===== src/rtl/rx_arb_pkg.sv =====
// Shared types and helpers for the rx read-request arbiter: FSM states,
// tag-map entry layout and the round-robin grant search.
package rx_arb_pkg;

  localparam int MAX_CHNL = 12;
  localparam int PTR_W    = 4;

  typedef enum logic {
    IDLE,
    ISSUE
  } arb_state_e;

  typedef struct packed {
    logic [PTR_W-1:0] chnl;
    logic [1:0]       subtag;
  } tag_entry_t;

  // First requesting channel after ptr, wrapping at num_chnl; returns ptr if none.
  function automatic logic [PTR_W-1:0] rr_next_grant(
    input logic [MAX_CHNL-1:0] req,
    input logic [PTR_W-1:0]    ptr,
    input int                  num_chnl
  );
    logic [PTR_W-1:0] g;
    logic [PTR_W-1:0] idx;
    logic             found;
    g     = ptr;
    found = 1'b0;
    for (int i = 1; i <= MAX_CHNL; i++) begin
      idx = PTR_W'((int'(ptr) + i) % num_chnl);
      if (i <= num_chnl && !found && req[idx]) begin
        g     = idx;
        found = 1'b1;
      end
    end
    return g;
  endfunction

endpackage


===== src/rtl/rx_tag_pool.sv =====
// PCIe tag pool: free bitmap with lowest-free allocation, tag->owner map with
// registered lookup, outstanding-tag counter and bad-free error pulse.
module rx_tag_pool
  import rx_arb_pkg::*;
#(
  parameter int C_TAG_WIDTH  = 5,
  parameter int C_CHNL_WIDTH = 4
) (
  input  logic                    clk_i,
  input  logic                    rst_ni,
  input  logic                    alloc_i,
  input  logic [PTR_W-1:0]        alloc_chnl_i,
  input  logic [1:0]              alloc_subtag_i,
  output logic [C_TAG_WIDTH-1:0]  alloc_tag_o,
  output logic                    avail_o,
  input  logic                    cpl_done_i,
  input  logic [C_TAG_WIDTH-1:0]  cpl_tag_i,
  input  logic [C_TAG_WIDTH-1:0]  lkup_tag_i,
  output logic [C_CHNL_WIDTH-1:0] lkup_chnl_o,
  output logic [1:0]              lkup_subtag_o,
  output logic [C_TAG_WIDTH:0]    tags_out_o,
  output logic                    err_free_o
);

  localparam int NUM_TAGS = 2 ** C_TAG_WIDTH;
  localparam int CW       = C_TAG_WIDTH + 1;

  logic [NUM_TAGS-1:0] busy_q, busy_d;
  logic [CW-1:0]       cnt_q, cnt_d;
  logic                err_q;
  tag_entry_t          map_q [NUM_TAGS];
  tag_entry_t          lkup_q;
  logic                do_free;

  // Allocation sees only the pre-edge bitmap, so a tag freed this cycle
  // cannot be handed out until the next one.
  always_comb begin
    alloc_tag_o = '0;
    avail_o     = 1'b0;
    for (int i = 0; i < NUM_TAGS; i++) begin
      if (!busy_q[i] && !avail_o) begin
        alloc_tag_o = C_TAG_WIDTH'(i);
        avail_o     = 1'b1;
      end
    end
    do_free = cpl_done_i && busy_q[cpl_tag_i];
    busy_d  = busy_q;
    if (alloc_i) busy_d[alloc_tag_o] = 1'b1;
    if (do_free) busy_d[cpl_tag_i] = 1'b0;
    cnt_d = cnt_q;
    if (alloc_i && !do_free) cnt_d = cnt_q + CW'(1);
    if (!alloc_i && do_free) cnt_d = cnt_q - CW'(1);
  end

  always_ff @(posedge clk_i or negedge rst_ni) begin
    if (!rst_ni) begin
      busy_q <= '0;
      cnt_q  <= '0;
      err_q  <= 1'b0;
      lkup_q <= '0;
      for (int i = 0; i < NUM_TAGS; i++) map_q[i] <= '0;
    end else begin
      busy_q <= busy_d;
      cnt_q  <= cnt_d;
      err_q  <= cpl_done_i && !busy_q[cpl_tag_i];
      lkup_q <= map_q[lkup_tag_i];
      if (alloc_i) map_q[alloc_tag_o] <= '{chnl: alloc_chnl_i, subtag: alloc_subtag_i};
    end
  end

  assign lkup_chnl_o   = C_CHNL_WIDTH'(lkup_q.chnl);
  assign lkup_subtag_o = lkup_q.subtag;
  assign tags_out_o    = cnt_q;
  assign err_free_o    = err_q;

endmodule


===== src/rtl/rx_read_req_arbiter.sv =====
// Round-robin arbiter sharing the tx_engine read-request path among rx_port
// channels, tagging each request from the shared PCIe tag pool.
module rx_read_req_arbiter
  import rx_arb_pkg::*;
#(
  parameter int C_NUM_CHNL   = 4,
  parameter int C_TAG_WIDTH  = 5,
  parameter int C_CHNL_WIDTH = 4
) (
  input  logic                     CLK,
  input  logic                     RST_N,
  input  logic [C_NUM_CHNL-1:0]    CHNL_REQ,
  input  logic [10*C_NUM_CHNL-1:0] CHNL_LEN,
  input  logic [64*C_NUM_CHNL-1:0] CHNL_ADDR,
  input  logic [2*C_NUM_CHNL-1:0]  CHNL_SUBTAG,
  output logic [C_NUM_CHNL-1:0]    CHNL_REQ_ACK,
  output logic                     TXR_REQ,
  input  logic                     TXR_REQ_ACK,
  output logic [C_TAG_WIDTH-1:0]   TXR_TAG,
  output logic [63:0]              TXR_ADDR,
  output logic [9:0]               TXR_LEN,
  input  logic                     CPL_DONE,
  input  logic [C_TAG_WIDTH-1:0]   CPL_TAG,
  input  logic [C_TAG_WIDTH-1:0]   LKUP_TAG,
  output logic [C_CHNL_WIDTH-1:0]  LKUP_CHNL,
  output logic [1:0]               LKUP_SUBTAG,
  output logic [C_TAG_WIDTH:0]     TAGS_OUT,
  output logic                     ERR_FREE
);

  // Handshakes: CHNL_REQ is held until its one-cycle CHNL_REQ_ACK pulse;
  // TXR_REQ with TXR_* stays stable until sampled together with TXR_REQ_ACK.
  arb_state_e             state_q, state_d;
  logic [PTR_W-1:0]       ptr_q;
  logic [C_TAG_WIDTH-1:0] tag_q;
  logic [63:0]            addr_q;
  logic [9:0]             len_q;
  logic [C_NUM_CHNL-1:0]  ack_q, ack_d;

  logic                   tag_avail;
  logic [C_TAG_WIDTH-1:0] alloc_tag;
  logic                   do_grant;
  logic [PTR_W-1:0]       grant_idx;
  logic [63:0]            sel_addr;
  logic [9:0]             sel_len;
  logic [1:0]             sel_subtag;

  always_comb begin
    grant_idx  = rr_next_grant(MAX_CHNL'(CHNL_REQ), ptr_q, C_NUM_CHNL);
    do_grant   = (state_q == IDLE) && (|CHNL_REQ) && tag_avail;
    sel_addr   = '0;
    sel_len    = '0;
    sel_subtag = '0;
    ack_d      = '0;
    for (int i = 0; i < C_NUM_CHNL; i++) begin
      if (grant_idx == PTR_W'(i)) begin
        sel_addr   = CHNL_ADDR[64*i +: 64];
        sel_len    = CHNL_LEN[10*i +: 10];
        sel_subtag = CHNL_SUBTAG[2*i +: 2];
        ack_d[i]   = do_grant;
      end
    end
    state_d = state_q;
    case (state_q)
      IDLE:    if (do_grant) state_d = ISSUE;
      ISSUE:   if (TXR_REQ_ACK) state_d = IDLE;
      default: state_d = IDLE;
    endcase
  end

  always_ff @(posedge CLK or negedge RST_N) begin
    if (!RST_N) begin
      state_q <= IDLE;
      ptr_q   <= PTR_W'(C_NUM_CHNL - 1);
      tag_q   <= '0;
      addr_q  <= '0;
      len_q   <= '0;
      ack_q   <= '0;
    end else begin
      state_q <= state_d;
      ack_q   <= ack_d;
      if (do_grant) begin
        ptr_q  <= grant_idx;
        tag_q  <= alloc_tag;
        addr_q <= sel_addr;
        len_q  <= sel_len;
      end
    end
  end

  rx_tag_pool #(
    .C_TAG_WIDTH  (C_TAG_WIDTH),
    .C_CHNL_WIDTH (C_CHNL_WIDTH)
  ) u_pool (
    .clk_i          (CLK),
    .rst_ni         (RST_N),
    .alloc_i        (do_grant),
    .alloc_chnl_i   (grant_idx),
    .alloc_subtag_i (sel_subtag),
    .alloc_tag_o    (alloc_tag),
    .avail_o        (tag_avail),
    .cpl_done_i     (CPL_DONE),
    .cpl_tag_i      (CPL_TAG),
    .lkup_tag_i     (LKUP_TAG),
    .lkup_chnl_o    (LKUP_CHNL),
    .lkup_subtag_o  (LKUP_SUBTAG),
    .tags_out_o     (TAGS_OUT),
    .err_free_o     (ERR_FREE)
  );

  assign CHNL_REQ_ACK = ack_q;
  assign TXR_REQ      = (state_q == ISSUE);
  assign TXR_TAG      = tag_q;
  assign TXR_ADDR     = addr_q;
  assign TXR_LEN      = len_q;

endmodule


===== config.mk =====
export PLATFORM = sky130hd
export DESIGN_NAME = rx_read_req_arbiter
export DESIGN_NICKNAME = d
export VERILOG_FILES = /design/src/rtl/rx_arb_pkg.sv /design/src/rtl/rx_tag_pool.sv /design/src/rtl/rx_read_req_arbiter.sv
export SDC_FILE = /design/constraint.sdc
export NUM_CORES = 1
export LEC_CHECK = 0
export BUFFER_PORTS_ARGS = -buffer_cell sky130_fd_sc_hd__buf_4
export CAP_MARGIN = 40
export CORE_MARGIN = 8
export CORE_UTILIZATION = 50
export DETAILED_ROUTE_END_ITERATION = 10
export HOLD_SLACK_MARGIN = 0.08
export PLACE_DENSITY = 0.72
export SLEW_MARGIN = 15
export SYNTH_ARGS = -nofsm -noshare
export SYNTH_HDL_FRONTEND = slang
export SYNTH_HIERARCHICAL = 1
export SYNTH_SLANG_ARGS = --single-unit

===== constraint.sdc =====
create_clock -name CLK -period 9.7 [get_ports CLK]
set_input_delay 1.94 -clock CLK [delete_from_list [all_inputs] [get_ports CLK]]
set_output_delay 1.94 -clock CLK [all_outputs]
set_load 0.03 [all_outputs]

; Yosys cells after proc, flatten, opt, wreduce, memory -nomap -nowiden
; Index checks and enable logic that the tools add are counted.
[word_totals]
ff_bits = 325
in_bits = 322
out_inout_bits = 97
elab_cells = 335
[classes]
n_addsub = 6
order_cmp = 11
eq_ne = 3
mux = 113
bitwise_logic = 10
reduce_logical = 117
[ops]
columns = operator, n
row1 = $mux 64, 4
row2 = $bwmux 192, 1
row3 = $mux 5, 30
row4 = $logic_not 1->1, 67
row5 = $mux 32, 2
row6 = $mux 1, 49
row7 = $logic_and 1x1->1, 43
row8 = $mux 10, 4
row9 = $and 32x32->32, 1
row10 = $not 32->32, 1
row11 = $or 32x32->32, 1
row12 = $bmux 6 s5, 1
row13 = $demux 6 s5, 1
row14 = $mux 6, 5
row15 = $lt 4x5->1 const B, 4
row16 = $mux 4, 4
row17 = $bmux 1 s3, 4
row18 = $ge 6x6->1 const B, 2
row19 = $lt 5x6->1 const B, 2
row20 = $not 5->6, 2
row21 = $demux 1 s5, 2
row22 = $ge 5x1->1 const B, 2
row23 = $eq 4x2->1 const B, 2
row24 = $mux 2, 4
row25 = 14 further kinds, 22

; Depth between registers and ports, before layout
[depth]
ltp_word = 101
mapped_depth = 18

; Cells and area by module
; The synthesis kept the hierarchy.
[modules_own_cells]
columns = module, n_inst, cells_per_inst, area_per_inst_um2, seq_area_each_um2
row1 = rx_tag_pool, 1, 807, 11666.2, 5930.7
row2 = rx_read_req_arbiter, 1, 685, 6308.6, 2204.6

; Worst setup path before layout
; Ideal clock, no wire load.
[synth_timing]
path_kind = input to register
startpoint = input CPL_TAG[0]
endpoint = register u_pool.cnt_q[5] (netlist: u_pool/tags_out_o[5])
setup_ps = 135
arrival_ps = 4987
path_slack_ps = 4578
path_stages = 16
cell_sequence = clkbuf_1 > mux4_2 > mux2i_1 > nand3_1 > and3_1 > clkbuf_1 > and2_1 > ha_1 > ha_1 > a21o_1 > a21oi_1 > o21bai_1 > a21oi_1 > xnor2_1 > nor2_1 > xor2_1
[synth_via]
elab_chain_len = 6
[synth_rtl]
columns = element, line
row1 = from (decl), rx_read_req_arbiter.sv:23  ; input logic [C_TAG_WIDTH-1:0] CPL_TAG,
row2 = $bmux 1 s5 *, rx_tag_pool.sv:46  ; do_free = cpl_done_i && busy_q[cpl_tag_i];
row3 = $mux 1 (not written as such) *, rx_tag_pool.sv:46
row4 = $logic_and 1x1->1 *, rx_tag_pool.sv:46
row5 = $logic_not 1->1, rx_tag_pool.sv:51  ; if (alloc_i && !do_free) cnt_d = cnt_q + CW'(1);
row6 = $logic_and 1x1->1, rx_tag_pool.sv:51
row7 = $reduce_bool 2->1 (no source line), --
row8 = to (signal assigned), rx_tag_pool.sv:64  ; cnt_q <= cnt_d;
row9 = to (decl), rx_tag_pool.sv:29  ; logic [CW-1:0] cnt_q, cnt_d;
; Every way passes the cells marked *; elsewhere a longest branch is shown, timed or not. The select of a mux whose other input is x is not followed.
; A chain may end at the register's enable or synchronous reset.

; Worst setup path after layout
[layout_timing]
startpoint = input CHNL_REQ[2]
endpoint = register u_pool.cnt_q[5] (netlist: u_pool/tags_out_o[5])
[layout_via]
elab_chain_len = 6
[layout_rtl]
columns = element, line
row1 = from (decl), rx_read_req_arbiter.sv:12  ; input logic [C_NUM_CHNL-1:0] CHNL_REQ,
row2 = $reduce_or 4->1 *, rx_read_req_arbiter.sv:50  ; do_grant = (state_q == IDLE) && (|CHNL_REQ) && tag_avail;
row3 = $logic_and 1x1->1 * (2 in series), rx_read_req_arbiter.sv:50
row4 = $logic_not 1->1, rx_tag_pool.sv:52  ; if (!alloc_i && do_free) cnt_d = cnt_q - CW'(1);
row5 = $logic_and 1x1->1, rx_tag_pool.sv:52
row6 = $mux 6 or $reduce_bool 2->1 (tied branches), --
; Every way passes the cells marked *; elsewhere a longest branch is shown, timed or not.

==> results.md <==
STA:
- Setup repair after global routing left no endpoint under its margin.
- Static timing analysis puts the maximum clock frequency at 208 MHz.
- Setup violations remaining at the end of the flow were counted as 0.
- The worst setup skew after layout is 18.5 ps.
- The setup TNS is 0 ps.
- The final-report hold violation count is 0.
- Subtracting the final worst setup slack from the clock period gives 4810 ps.
- On the final layout, the worst hold slack is 474 ps.
- The headroom to the max-slew limit is 0.386.
- In the finished design, the share of the clock period the worst path needs comes to 0.496.
- The actual slew at the worst max-slew pin is 916 ps.
- The number of max-slew violations in the final report is 0.

Synthesis:
- The number of synthesized register bits is 325.
- Synthesis handed over a netlist of 1492 instances.
- The number of nets produced by synthesis is 1820.
- The average instance in the mapped netlist occupies 12.0 um^2.
- Of the post-synthesis cell area, the dominant cell type holds 0.450.
- The number of flops mapped to enable cells by yosys is 0.
- The post-synthesis async set-or-reset flop share is 1.00.
- Among all flip-flop cells after synthesis, the most frequent one is sky130_fd_sc_hd__dfrtp_1.
- The number of warnings reported in the yosys synthesis log is 6.
- In the post-synthesis netlist, the biggest area contributors are sky130_fd_sc_hd__dfrtp_1 (45%), sky130_fd_sc_hd__mux2_2 (12%), sky130_fd_sc_hd__mux4_2 (8.8%), sky130_fd_sc_hd__mux2_4 (5.7%), sky130_fd_sc_hd__o41ai_1 (3.6%).
- The unique cell type count in the Yosys netlist is 67.
- The post-synthesis sequential area ratio is 0.453.
- The biggest area contributor in the post-synthesis netlist is sky130_fd_sc_hd__dfrtp_1.
- The cell area that synthesis handed to floorplanning was 18000 um^2.

Floorplan:
- The y dimension of the die is 206 um.
- In this run the standard cell core region covers 35500 um^2.
- In this run the horizontal extent of the chip is 206 um.
- In this run the count of I/O pins placed on the die edge is 419.
- The initialized floorplan defines 69 standard-cell rows.
- The starting density of the core is 0.507.
- The die covers 42300 um^2.

Global routing:
- The first-pass GRT wire length is 101000 um.
- The number of global-route vias before repair is 15500.
- The sum of overflow across all layers after global routing is 0.
- The largest net degree at the start of global routing is 79.
- The global router's overall resource usage is 0.314.
- The initial antenna violation count is 6.

Critical path:
- Of all nets on the critical path, the largest fanout is 32.
- The endpoint required time on the critical path is 10100 ps.
- The signal arrival time at the worst endpoint is 5210 ps.
- For this run, the slowest stage of the critical path takes 530 ps.
- In this run the critical register-to-register path is launched from u_pool/busy_q[9]$_DFF_PN0_.
- The class of the most critical setup path is input port to flip-flop.
- Traced cell by cell, the critical path runs through buf_4 -> nor4_1 -> or3b_4 -> inv_2 -> buf_4 -> inv_1 -> ha_1 -> ha_1 -> a21o_1 -> a21oi_1 -> o21bai_1 -> a21oi_1 -> xnor2_1 -> nor2_1 -> xor2_1.
- The worst register-to-register path ends at u_pool/tags_out_o[5]$_DFFE_PN0P_.
- The internal reg-to-reg setup slack is 5030 ps.
- The largest individual stage delay along the critical path comes from the cell sky130_fd_sc_hd__nor4_1.
- The cell depth of the worst flop-to-flop path is 17.
- The critical path capture point type is a flip-flop.
- STA classifies the critical path startpoint as an input port.

Detailed routing:
- The detailed-router iteration count before antenna repair is 5.
- Dividing the detail-routed wire length by the instance count gives 29.0 um.
- The final wirelength is 67300 um.
- The via total after detailed routing is 14800.
- The average via count per standard cell is 6.40.
- For this run, design rule violations remaining after detail routing come to 0.
- The first routing iteration left 1245 violations.
- The detail route stage leaves a number of antenna-violating nets equal to 0.

Clock tree:
- The CTS tree is built.
- Clock tree synthesis found a total of 325 sinks.
- The buffer count from post-CTS setup fixing is 0.
- In this run the number of H-tree levels came out at 2.
- The source-to-sink clock delay at the later pin of the worst-skew pair is 530 ps.
- Once the clock tree was built, the resizer swapped 0 gates to a different size.
- TritonCTS created 38 clock buffers.
- The cell sitting at the root of the clock tree is a sky130_fd_sc_hd__clkbuf_16.
- The number of hold buffers added after CTS was 0.
- After clock tree synthesis, the clock-pin slew on the worst setup and hold paths is 60 ps.
- The clock passes through at most 3 buffers.

Status:
- The flow ran to the end, and the final reports show no timing, DRC or antenna violations.

Pwr:
- Dividing total power by cell area gives a power density of 303 nW/um^2.
- In this run the static leakage power is 10.6 nW.
- Across the VDD grid, the largest voltage drop is 235 uV.

Worst hold path:
- The classification of the worst-slack hold path is flip-flop to flip-flop.
- The path with the worst hold slack has its endpoint at TXR_TAG[0]$_DFFE_PN0P_.
- The worst hold path passes through 2 cells.
- The launch point of the worst hold path is TXR_TAG[0]$_DFFE_PN0P_.

Finish:
- Once layout is complete, the utilization of the core stands at 0.639.
- The share of final-layout standard cells stronger than drive strength 1 is 0.471.
- From synthesis to final layout, the design area changed by 26.2%.
- After the last flow step, the layout net total stands at 2152.

Placement:
- In this run the tool buffered the top-level ports with 418 buffer cells.
- The HPWL after detailed placement is 49200 um.
- The final RePlAce weighted congestion is 1.01.

Run:
- Across the run, the number of max-cap violations was 0.
[kinds of logic (layout without fill, tap and decap cells)]
kind of cell             count (synthesis)  after routing  share of synthesized area
AO/OA/AOI/OAI                          448            448                      0.161
XOR/XNOR                                 6              6                    0.00292
adder cells (fa/ha/maj)                  6              6                    0.00459
buffers and inverters                  189            551                     0.0478
flip-flops                             325            325                      0.453
multiplexers                           348            348                      0.276
other                                    0              3                          0
AND/OR/NAND/NOR                        170            170                     0.0559
[layer usage]
layer | global-route usage | vias to the layer above | wire, um
met5 | 0 | - | 27
met4 | 0.110 | 4 | 2450
met3 | 0.0683 | 127 | 5400
met2 | 0.510 | 682 | 32300
met1 | 0.412 | 7637 | 27100
li1 | - | 6387 | -
[per-stage QoR]
| stage | area (um^2) | std cells | worst slack [ps] | total power, mW |
|---|---|---|---|---|
| floorplan | 18000 | 1492 | 4580 | 4.15 |
| global placement | 21200 | 2238 | 4260 | 5.20 |
| detailed placement | 21300 | 2245 | 4420 | 5.30 |
| CTS | 22700 | 2315 | 4950 | 6.86 |
| global route | 22700 | 2318 | 4670 | 7.15 |
| finish | 22700 | 2318 | 4890 | 6.87 |
[registers in the layout, indices dropped and copies added, names as in the netlist]
name	count
CHNL_REQ_ACK	4
u_pool/err_free_o	1
TXR_TAG	5
u_pool/map_q	192
u_pool/busy_q	32
u_pool/lkup_chnl_o	4
u_pool/tags_out_o	6
u_pool/lkup_subtag_o	2
ptr_q	4
TXR_ADDR	64
TXR_REQ	1
TXR_LEN	10
[layout by cell type (no fill, tap or decap), drive strengths merged, types with 46 or more instances in the layout]
cell | synthesis | routed
clkbuf | 88 | 52
o21ai | 161 | 161
nand2 | 46 | 46
dfrtp | 323 | 323
a21oi | 89 | 89
mux4 | 70 | 70
o41ai | 74 | 74
buf | 65 | 445
mux2 | 272 | 272
a22oi | 83 | 83
[synthesized netlist by cell type, drive strengths merged (3+ instances only)]
| cell | n |
|---|---|
| and2 | 9 |
| a21o | 3 |
| and3 | 5 |
| a22oi | 83 |
| clkbuf | 88 |
| buf | 65 |
| o21ai | 161 |
| inv | 36 |
| mux4 | 70 |
| xor2 | 3 |
| o22a | 7 |
| nor2 | 23 |
| mux2i | 6 |
| o21a | 4 |
| a2bb2oi | 9 |
| a21oi | 89 |
| nand4 | 10 |
| mux2 | 272 |
| nor3 | 21 |
| ha | 5 |
| xnor2 | 3 |
| nor2b | 9 |
| o41ai | 74 |
| or3 | 19 |
| nand2 | 46 |
| nand3 | 14 |
| dfrtp | 323 |
| a31oi | 4 |
[final cells by class]
type	count	area, um^2
fillers	2722	12800
multi-input cells	978	9030
flip-flops and latches	325	8140
repair buffers	445	3450
clock buffers	52	1050
well taps	461	577
clock inverters	18	297
inverters	36	136
diodes	3	7.51
[worst max-delay path by stage]
stage | start | cells past startpoint | to | slack, ps
3_3_place_gp | CHNL_REQ[3] | 8 | u_pool/map_q[42]$_DFFE_PN0P_ | 4260
4_1_cts | CHNL_REQ[2] | 15 | u_pool/tags_out_o[5]$_DFFE_PN0P_ | 4950
6_report | CHNL_REQ[2] | 15 | u_pool/tags_out_o[5]$_DFFE_PN0P_ | 4890
3_5_place_dp | CHNL_REQ[2] | 15 | u_pool/tags_out_o[5]$_DFFE_PN0P_ | 4420
2_1_floorplan | CPL_TAG[0] | 16 | u_pool/tags_out_o[5]$_DFFE_PN0P_ | 4580
5_1_grt | CHNL_REQ[2] | 15 | u_pool/tags_out_o[5]$_DFFE_PN0P_ | 4670
[critical path, delay by kind of cell]
kind | cells | cell delay, ps
compound gates | 4 | 680
buf+inv | 4 | 590
xor+xnor | 2 | 300
fa+ha+maj | 2 | 530
simple gates | 3 | 1130
[power breakdown]
group	internal, mW	total [mW]	switching [mW]
logic	1.30	3.29	1.99
registers	1.71	2.04	0.329
clock network	0.954	1.54	0.584
Power figures use the tool's default switching activity.
